## src/rtl/seg_scan_pkg.sv

```systemverilog
// Shared types and constants for the multiplexed 7-segment scan driver.
// Latency: n/a (declarations only).
// Backpressure: n/a.
package seg_scan_pkg;

   typedef enum logic [1:0] {
      IDLE  = 2'd0,
      GUARD = 2'd1,
      ON    = 2'd2
   } state_t;

   localparam logic [7:0] SEG_BLANK_AL = 8'hFF;
   localparam logic [7:0] SEG_BLANK_AH = 8'h00;
   localparam int         MAX_DIGITS   = 16;

   // Ceiling log2 for elaboration-time width calculations.
   function automatic int clog2(input int v);
      int r;
      r = 0;
      while ((1 << r) < v) r++;
      return r;
   endfunction

endpackage

```

## src/rtl/seg_sel_encoder.sv

```systemverilog
// Digit index to binary or one-hot select, with output polarity and deselect.
// Latency: combinational.
// Backpressure: none; active=0 forces the all-inactive deselect value.
module seg_sel_encoder
   import seg_scan_pkg::*;
#(
   parameter int DIGITS         = 8,
   parameter int SEL_ONEHOT     = 0,
   parameter int SEL_ACTIVE_LOW = 0,
   localparam int SEL_W         = (clog2(DIGITS) < 1) ? 1 : clog2(DIGITS),
   localparam int SEL_OUT_W     = (SEL_ONEHOT != 0) ? DIGITS : SEL_W
)(
   input  logic [3:0]           idx,
   input  logic                 active,
   output logic [SEL_OUT_W-1:0] sel
);

   logic [SEL_OUT_W-1:0] raw;

   generate
      if (SEL_ONEHOT != 0) begin : g_onehot
         // One bit per digit; nothing set while deselected.
         always_comb begin
            raw = '0;
            for (int i = 0; i < SEL_OUT_W; i++) begin
               raw[i] = active && (idx == 4'(i));
            end
         end
      end else begin : g_binary
         assign raw = active ? SEL_OUT_W'(idx) : '0;
      end
   endgenerate

   assign sel = (SEL_ACTIVE_LOW != 0) ? ~raw : raw;

endmodule

```

## src/rtl/seg_scan_pwm.sv

```systemverilog
// Multiplexed 7-segment scanner with per-digit mask, PWM brightness and guard band.
// Latency: all outputs registered; first slot appears one cycle after en is sampled high.
// Backpressure: none; en=0 returns to idle outputs on the next cycle.
module seg_scan_pwm
   import seg_scan_pkg::*;
#(
   parameter int CLK_FREQ       = 24_000_000,
   parameter int SCAN_FREQ      = 200,
   parameter int DIGITS         = 8,
   parameter int SEL_ONEHOT     = 0,
   parameter int SEL_ACTIVE_LOW = 0,
   parameter int SEG_ACTIVE_LOW = 1,
   parameter int GUARD_CYCLES   = 24,
   localparam int SEL_W         = (clog2(DIGITS) < 1) ? 1 : clog2(DIGITS),
   localparam int SEL_OUT_W     = (SEL_ONEHOT != 0) ? DIGITS : SEL_W
)(
   input  logic                  clk,
   input  logic                  rst,
   input  logic                  en,
   input  logic [3:0]            bright,
   input  logic [DIGITS-1:0]     digit_en,
   input  logic [8*DIGITS-1:0]   seg_data_in,
   output logic [SEL_OUT_W-1:0]  seg_sel,
   output logic [7:0]            seg_data,
   output logic [3:0]            cur_digit,
   output logic                  frame_start
);

   localparam int SLOT  = CLK_FREQ / (SCAN_FREQ * ((DIGITS < 1) ? 1 : DIGITS));
   localparam int TICK  = (SLOT - GUARD_CYCLES) / 16;
   localparam int CNT_W = (clog2(SLOT + 1) < 1) ? 1 : clog2(SLOT + 1);

   localparam logic [CNT_W-1:0]     SLOT_LAST = CNT_W'(SLOT - 1);
   localparam logic [CNT_W-1:0]     GUARD_END = CNT_W'(GUARD_CYCLES);
   localparam logic [3:0]           DIG_LAST  = 4'(DIGITS - 1);
   localparam logic [7:0]           BLANK     = (SEG_ACTIVE_LOW != 0) ? SEG_BLANK_AL : SEG_BLANK_AH;
   localparam logic [SEL_OUT_W-1:0] SEL_IDLE  = (SEL_ACTIVE_LOW != 0) ? {SEL_OUT_W{1'b1}} : '0;

   generate
      if (DIGITS < 1 || DIGITS > MAX_DIGITS) begin : g_bad_digits
         $error("seg_scan_pwm: DIGITS must be within 1..16");
      end
      if (SLOT < GUARD_CYCLES + 16) begin : g_bad_slot
         $error("seg_scan_pwm: slot too short for guard band plus 16 PWM ticks");
      end
   endgenerate

   // Pad per-digit inputs to 16 entries so a 4-bit digit index is always in range.
   logic [7:0]            code_ext [MAX_DIGITS];
   logic [MAX_DIGITS-1:0] den_ext;

   generate
      for (genvar g = 0; g < MAX_DIGITS; g++) begin : g_ext
         if (g < DIGITS) begin : g_real
            assign code_ext[g] = seg_data_in[8*g +: 8];
            assign den_ext[g]  = digit_en[g];
         end else begin : g_pad
            assign code_ext[g] = BLANK;
            assign den_ext[g]  = 1'b0;
         end
      end
   endgenerate

   state_t               state_q, state_d;
   logic [CNT_W-1:0]     cnt_q, cnt_d;
   logic [3:0]           dig_q, dig_d;
   logic [7:0]           code_l_q, code_l_d;
   logic [3:0]           bright_l_q, bright_l_d;
   logic                 den_l_q, den_l_d;
   logic [SEL_OUT_W-1:0] seg_sel_q, seg_sel_d;
   logic [7:0]           seg_data_q, seg_data_d;
   logic [3:0]           cur_digit_q, cur_digit_d;
   logic                 frame_start_q, frame_start_d;

   logic                 new_slot;
   logic [CNT_W-1:0]     lit_lim;
   logic [CNT_W-1:0]     pwm_pos;

   seg_sel_encoder #(
      .DIGITS         (DIGITS),
      .SEL_ONEHOT     (SEL_ONEHOT),
      .SEL_ACTIVE_LOW (SEL_ACTIVE_LOW)
   ) u_sel_enc (
      .idx    (dig_d),
      .active (en),
      .sel    (seg_sel_d)
   );

   // Next-state for the slot/digit counters, slot-start sampling and the output image.
   always_comb begin
      state_d       = state_q;
      cnt_d         = cnt_q;
      dig_d         = dig_q;
      code_l_d      = code_l_q;
      bright_l_d    = bright_l_q;
      den_l_d       = den_l_q;
      new_slot      = 1'b0;
      seg_data_d    = BLANK;
      frame_start_d = 1'b0;
      lit_lim       = '0;
      pwm_pos       = '0;

      if (!en) begin
         state_d = IDLE;
         cnt_d   = '0;
         dig_d   = '0;
      end else if (state_q == IDLE) begin
         new_slot = 1'b1;
         cnt_d    = '0;
         dig_d    = '0;
      end else if (cnt_q == SLOT_LAST) begin
         new_slot = 1'b1;
         cnt_d    = '0;
         dig_d    = (dig_q == DIG_LAST) ? 4'd0 : dig_q + 4'd1;
      end else begin
         cnt_d = cnt_q + CNT_W'(1);
      end

      // Inputs are captured once per slot so mid-slot changes never glitch the display.
      if (new_slot) begin
         code_l_d   = code_ext[dig_d];
         bright_l_d = bright;
         den_l_d    = den_ext[dig_d];
      end

      if (en) begin
         state_d = (cnt_d < GUARD_END) ? GUARD : ON;
      end

      lit_lim = CNT_W'((int'(bright_l_d) + 1) * TICK);
      pwm_pos = cnt_d - GUARD_END;
      if (en && state_d == ON && den_l_d && pwm_pos < lit_lim) begin
         seg_data_d = code_l_d;
      end

      frame_start_d = new_slot && (dig_d == 4'd0);
      cur_digit_d   = dig_d;
   end

   // State and output registers; reset drives the idle image immediately.
   always_ff @(posedge clk or posedge rst) begin
      if (rst) begin
         state_q       <= IDLE;
         cnt_q         <= '0;
         dig_q         <= '0;
         code_l_q      <= BLANK;
         bright_l_q    <= '0;
         den_l_q       <= 1'b0;
         seg_sel_q     <= SEL_IDLE;
         seg_data_q    <= BLANK;
         cur_digit_q   <= '0;
         frame_start_q <= 1'b0;
      end else begin
         state_q       <= state_d;
         cnt_q         <= cnt_d;
         dig_q         <= dig_d;
         code_l_q      <= code_l_d;
         bright_l_q    <= bright_l_d;
         den_l_q       <= den_l_d;
         seg_sel_q     <= seg_sel_d;
         seg_data_q    <= seg_data_d;
         cur_digit_q   <= cur_digit_d;
         frame_start_q <= frame_start_d;
      end
   end

   assign seg_sel     = seg_sel_q;
   assign seg_data    = seg_data_q;
   assign cur_digit   = cur_digit_q;
   assign frame_start = frame_start_q;

endmodule

```

## config.mk

```make
export PLATFORM = sky130hd
export DESIGN_NAME = seg_scan_pwm
export DESIGN_NICKNAME = d
export VERILOG_FILES = /design/src/rtl/seg_scan_pkg.sv /design/src/rtl/seg_sel_encoder.sv /design/src/rtl/seg_scan_pwm.sv
export SDC_FILE = /design/constraint.sdc
export NUM_CORES = 1
export LEC_CHECK = 0
export CORE_ASPECT_RATIO = 0.5
export CORE_MARGIN = 5
export CORE_UTILIZATION = 30
export DETAILED_ROUTE_END_ITERATION = 12
export PLACE_DENSITY_LB_ADDON = 0.1
export SYNTH_ARGS = -nofsm -noshare
export SYNTH_HDL_FRONTEND = slang
export SYNTH_SLANG_ARGS = --single-unit
```

## constraint.sdc

```tcl
create_clock -name clk -period 6 [get_ports clk]
set_input_delay 1.8 -clock clk [delete_from_list [all_inputs] [get_ports clk]]
set_output_delay 1.8 -clock clk [all_outputs]
set_load 0.01 [all_outputs]
```

==> results.ini <==
[run_status]
outcome = complete, no violations

[yosys]
synth_edf_count = 0
synth-seq-area-share_pct = 28.7
avgSynthCellArea_um2 = 9.34
yosys_warnings = 0
synth_area_leader_cell = dfrtp_1
ys_types = 62
synth_top_cell_area_share_pct = 17.5
syn_nets = 511
synth-seq-cells = 42
synthCells = 399
synth-async-reset-ratio_pct = 100
yosys-top-cells-area = dfrtp_1 17%, dfstp_2 11%, ha_1 10%, mux2i_1 9.4%, xnor2_1 5.2%
synthFlopType = dfrtp_1
syn-cell-area_um2 = 3730

[floorplanning]
design.core.area_um2 = 12000
initial_core_util_pct = 31.1
ios = 95
row_count = 28
dieArea_um2 = 14900
dieHeight_um = 88.8
die_w_um = 168

[global_route]
grt_pass1_vias = 3312
grt_first_pass_wirelength_um = 17100
antenna_found_initial = 0
grtUsageTotal_pct = 14.5
overflow = 0
grt_start_max_net_pins = 43

[setup_path]
cpMostUsedCell = ha_1
startpoint_type = input pin
cp_max_fo = 8
crit_family = adder cells
arrival_ns = 5.97
critPathKind = input pin to register
cp.required_ns = 6.18
cpPeakStageDelay_ns = 0.50
reg2reg_depth = 26
slowest_stage = fa_1
worstPathBufferInverterCount = 6
cp_cell_sequence = clkdlybuf4s50_1 > mux2_2 > ha_4 > and2_4 > ha_4 > ha_1 > inv_1 > fa_1 > inv_1 > ha_1 > inv_2 > buf_4 > xnor2_1 > ha_1 > a21oi_2 > o22ai_1 > o211ai_1 > a21boi_2 > nor4b_4 > buf_6 > o211ai_1
cp-end-kind = register
cp.depth = 21

[timing]
setup_ws_ns = 0.208
skew_ns = 0.00645
final-hold-violation-count = 0
fmax_mhz = 173
report.final.slew_viol_count = 0
relSlewSlack_pct = 36.7
period_share_pct = 96.5
fin_hold_ws_ns = 0.507
rsz0062_at_grt = false
tightest_slew_ns = 0.929
fin_crit_ns = 5.79
setup_viol = 0
setup_tns_ns = 0

[power_and_ir_drop]
pwr-share-seq_pct = 21.2
p_leak_uw = 0.00225
p_sw_uw = 554
peakVddDrop_v = 0.000203
switching_share_pct = 38.3
intPower_uw = 891
clockPowerShare_pct = 19.3
p_comb_share_pct = 59.5
power_density_nw_per_um2 = 274

[clock_tree]
tritoncts = yes
cts_root_buf = clkbuf_16
htree_levels = 2
cts.sinks = 42
insertion_delay_ns = 0.29
cts_inserted_buffers = 5
cts_buffer_depth = 2
clk_pin_slew_ns = 0.07

[drt]
wl_per_cell_um = 15.7
drtAntennaViolNets = 0
wl_um = 10600
routed_via_density = 4.78
post-route-drc-count = 0
drt-pass1-iter-count = 4
initialDrtViolationCount = 137
num_vias = 3224

[layout]
area_growth_pct = 41.2
drive_gt1_share_pct = 17.7
fillers = 1228
layout_commonest_cell = clkdlybuf4s50_1
n_antenna_cell = 0
nNetsFinal = 620
final_cell_area_um2 = 5260
final_cell_mix = 93 x clkdlybuf4s50_1, 39 x nor2_1, 33 x mux2i_1
final_cells = 674

[run]
drv_cap = 0

[placed_design]
placed_area_um2 = 5040
placed_cells = 666
dp_hpwl_um = 8430
post-place-ws_ns = -0.733
finalWeightedCongestion = 0.797
port_buffers = 94

[min_path]
whs_path_depth = 1
hold_path_class = register to register

==> power by group through the flow <==
stage               sequential [uW]  clock, uW  combinational, uW
floorplan                       310          0                519
global placement                311          0                764
detailed placement              311          0                760
CTS                             307        286                786
global route                    308        298                973
finish                          307        279                859
==> cell type report <==
class	count	area (um^2)	area share [%]
multi-input combinational	308	2570	48.8
timing repair buffer	124	1170	22.2
sequential	42	1070	20.3
tap	165	206	3.92
clock buffer	5	125	2.38
inverter	27	101	1.93
clock inverter	3	22.5	0.428
==> synthesized netlist by cell type (3+ instances only) <==
cell / n
inv_1: 26
nand2_1: 17
mux2i_1: 35
nor4_1: 3
nor3_1: 3
a21oi_1: 12
and3_1: 5
xnor2_1: 22
fa_1: 3
xor2_1: 10
a211oi_1: 16
ha_1: 30
nand4_1: 5
and2_1: 16
o21a_1: 5
o22ai_1: 3
dfrtp_1: 26
dfstp_2: 16
o21ai_0: 6
clkbuf_1: 10
nand2b_1: 4
or3_1: 3
buf_4: 7
nand3_1: 10
mux2_2: 5
nor2_1: 40
a221oi_1: 7
o211ai_1: 12
==> worst register-to-register path, stage by stage, from the launching register on <==
cell	delay, ns
dfrtp_1	0.40
ha_1	0.18
or4b_4	0.50
nor4_4	0.29
o21a_4	0.19
buf_6	0.10
mux2i_4	0.23
inv_2	0.07
ha_4	0.18
and2_4	0.15
ha_4	0.24
ha_1	0.27
inv_1	0.05
fa_1	0.50
inv_1	0.04
ha_1	0.28
inv_2	0.04
buf_4	0.12
xnor2_1	0.12
ha_1	0.34
a21oi_2	0.15
o22ai_1	0.08
o211ai_1	0.24
a21boi_2	0.11
nor4b_4	0.28
buf_6	0.18
o211ai_1	0.10
==> worst paths after layout <==
check,startpoint,endpoint,slack (ns)
worst min register to register,cnt_q[0]$_DFF_PP0_,cnt_q[0]$_DFF_PP0_,0.51
min in group asynchronous,rst,state_q[1]$_DFF_PP0_,1.95
max in group asynchronous,rst,cnt_q[7]$_DFF_PP0_,3.66
worst max-delay path,bright[1],seg_data[0]$_DFF_PP1_,0.21
worst min-delay path,cnt_q[0]$_DFF_PP0_,cnt_q[0]$_DFF_PP0_,0.51
worst max register to register,cnt_q[0]$_DFF_PP0_,seg_data[0]$_DFF_PP1_,0.48
==> state kept, by name (all words and copies together), names as in the netlist <==
register and count:
cnt_q 14, code_l_q 8, seg_data 8, bright_l_q 4, cur_digit 2, seg_sel 2
state_q 2, den_l_q 1, frame_start 1
==> through the flow <==
stage | util [%] | power, uW
floorplan | - | 830
global placement | 42.1 | 1070
detailed placement | 42.1 | 1070
CTS | 43.6 | 1380
global route | 43.9 | 1580
finish | 43.9 | 1440
==> what timing repair did <==
item,CTS,global route
pin swaps,7,10
setup buffers,1,0
hold buffers,0,0
endpoints found under the setup margin,8,8
resized for setup,9,11
gates cloned,0,0
==> metal layers <==
| layer | part of all wire [%] | wire, um | global-route usage, % | up-vias |
|---|---|---|---|---|
| met5 | 0 | 0 | 0 | - |
| li1 | - | - | - | 1664 |
| met1 | 47 | 4930 | 18.2 | 1473 |
| met2 | 44 | 4670 | 24.3 | 83 |
| met4 | 0.56 | 59 | 2.65 | 0 |
| met3 | 8.5 | 897 | 5.67 | 4 |
==> cells by family after synthesis <==
kind of cell / count (synthesis) / synth area share, %
AOI/OAI and AO/OA: 81 / 16.8
xor gates and xnor gates: 32 / 7.52
adders and majority gates: 33 / 11.7
buffers and inverters: 49 / 6.08
DFF: 42 / 28.7
muxes: 42 / 11.9
and+or+nand+nor: 120 / 17.3
Note: power is estimated with default switching activity, not from simulation.
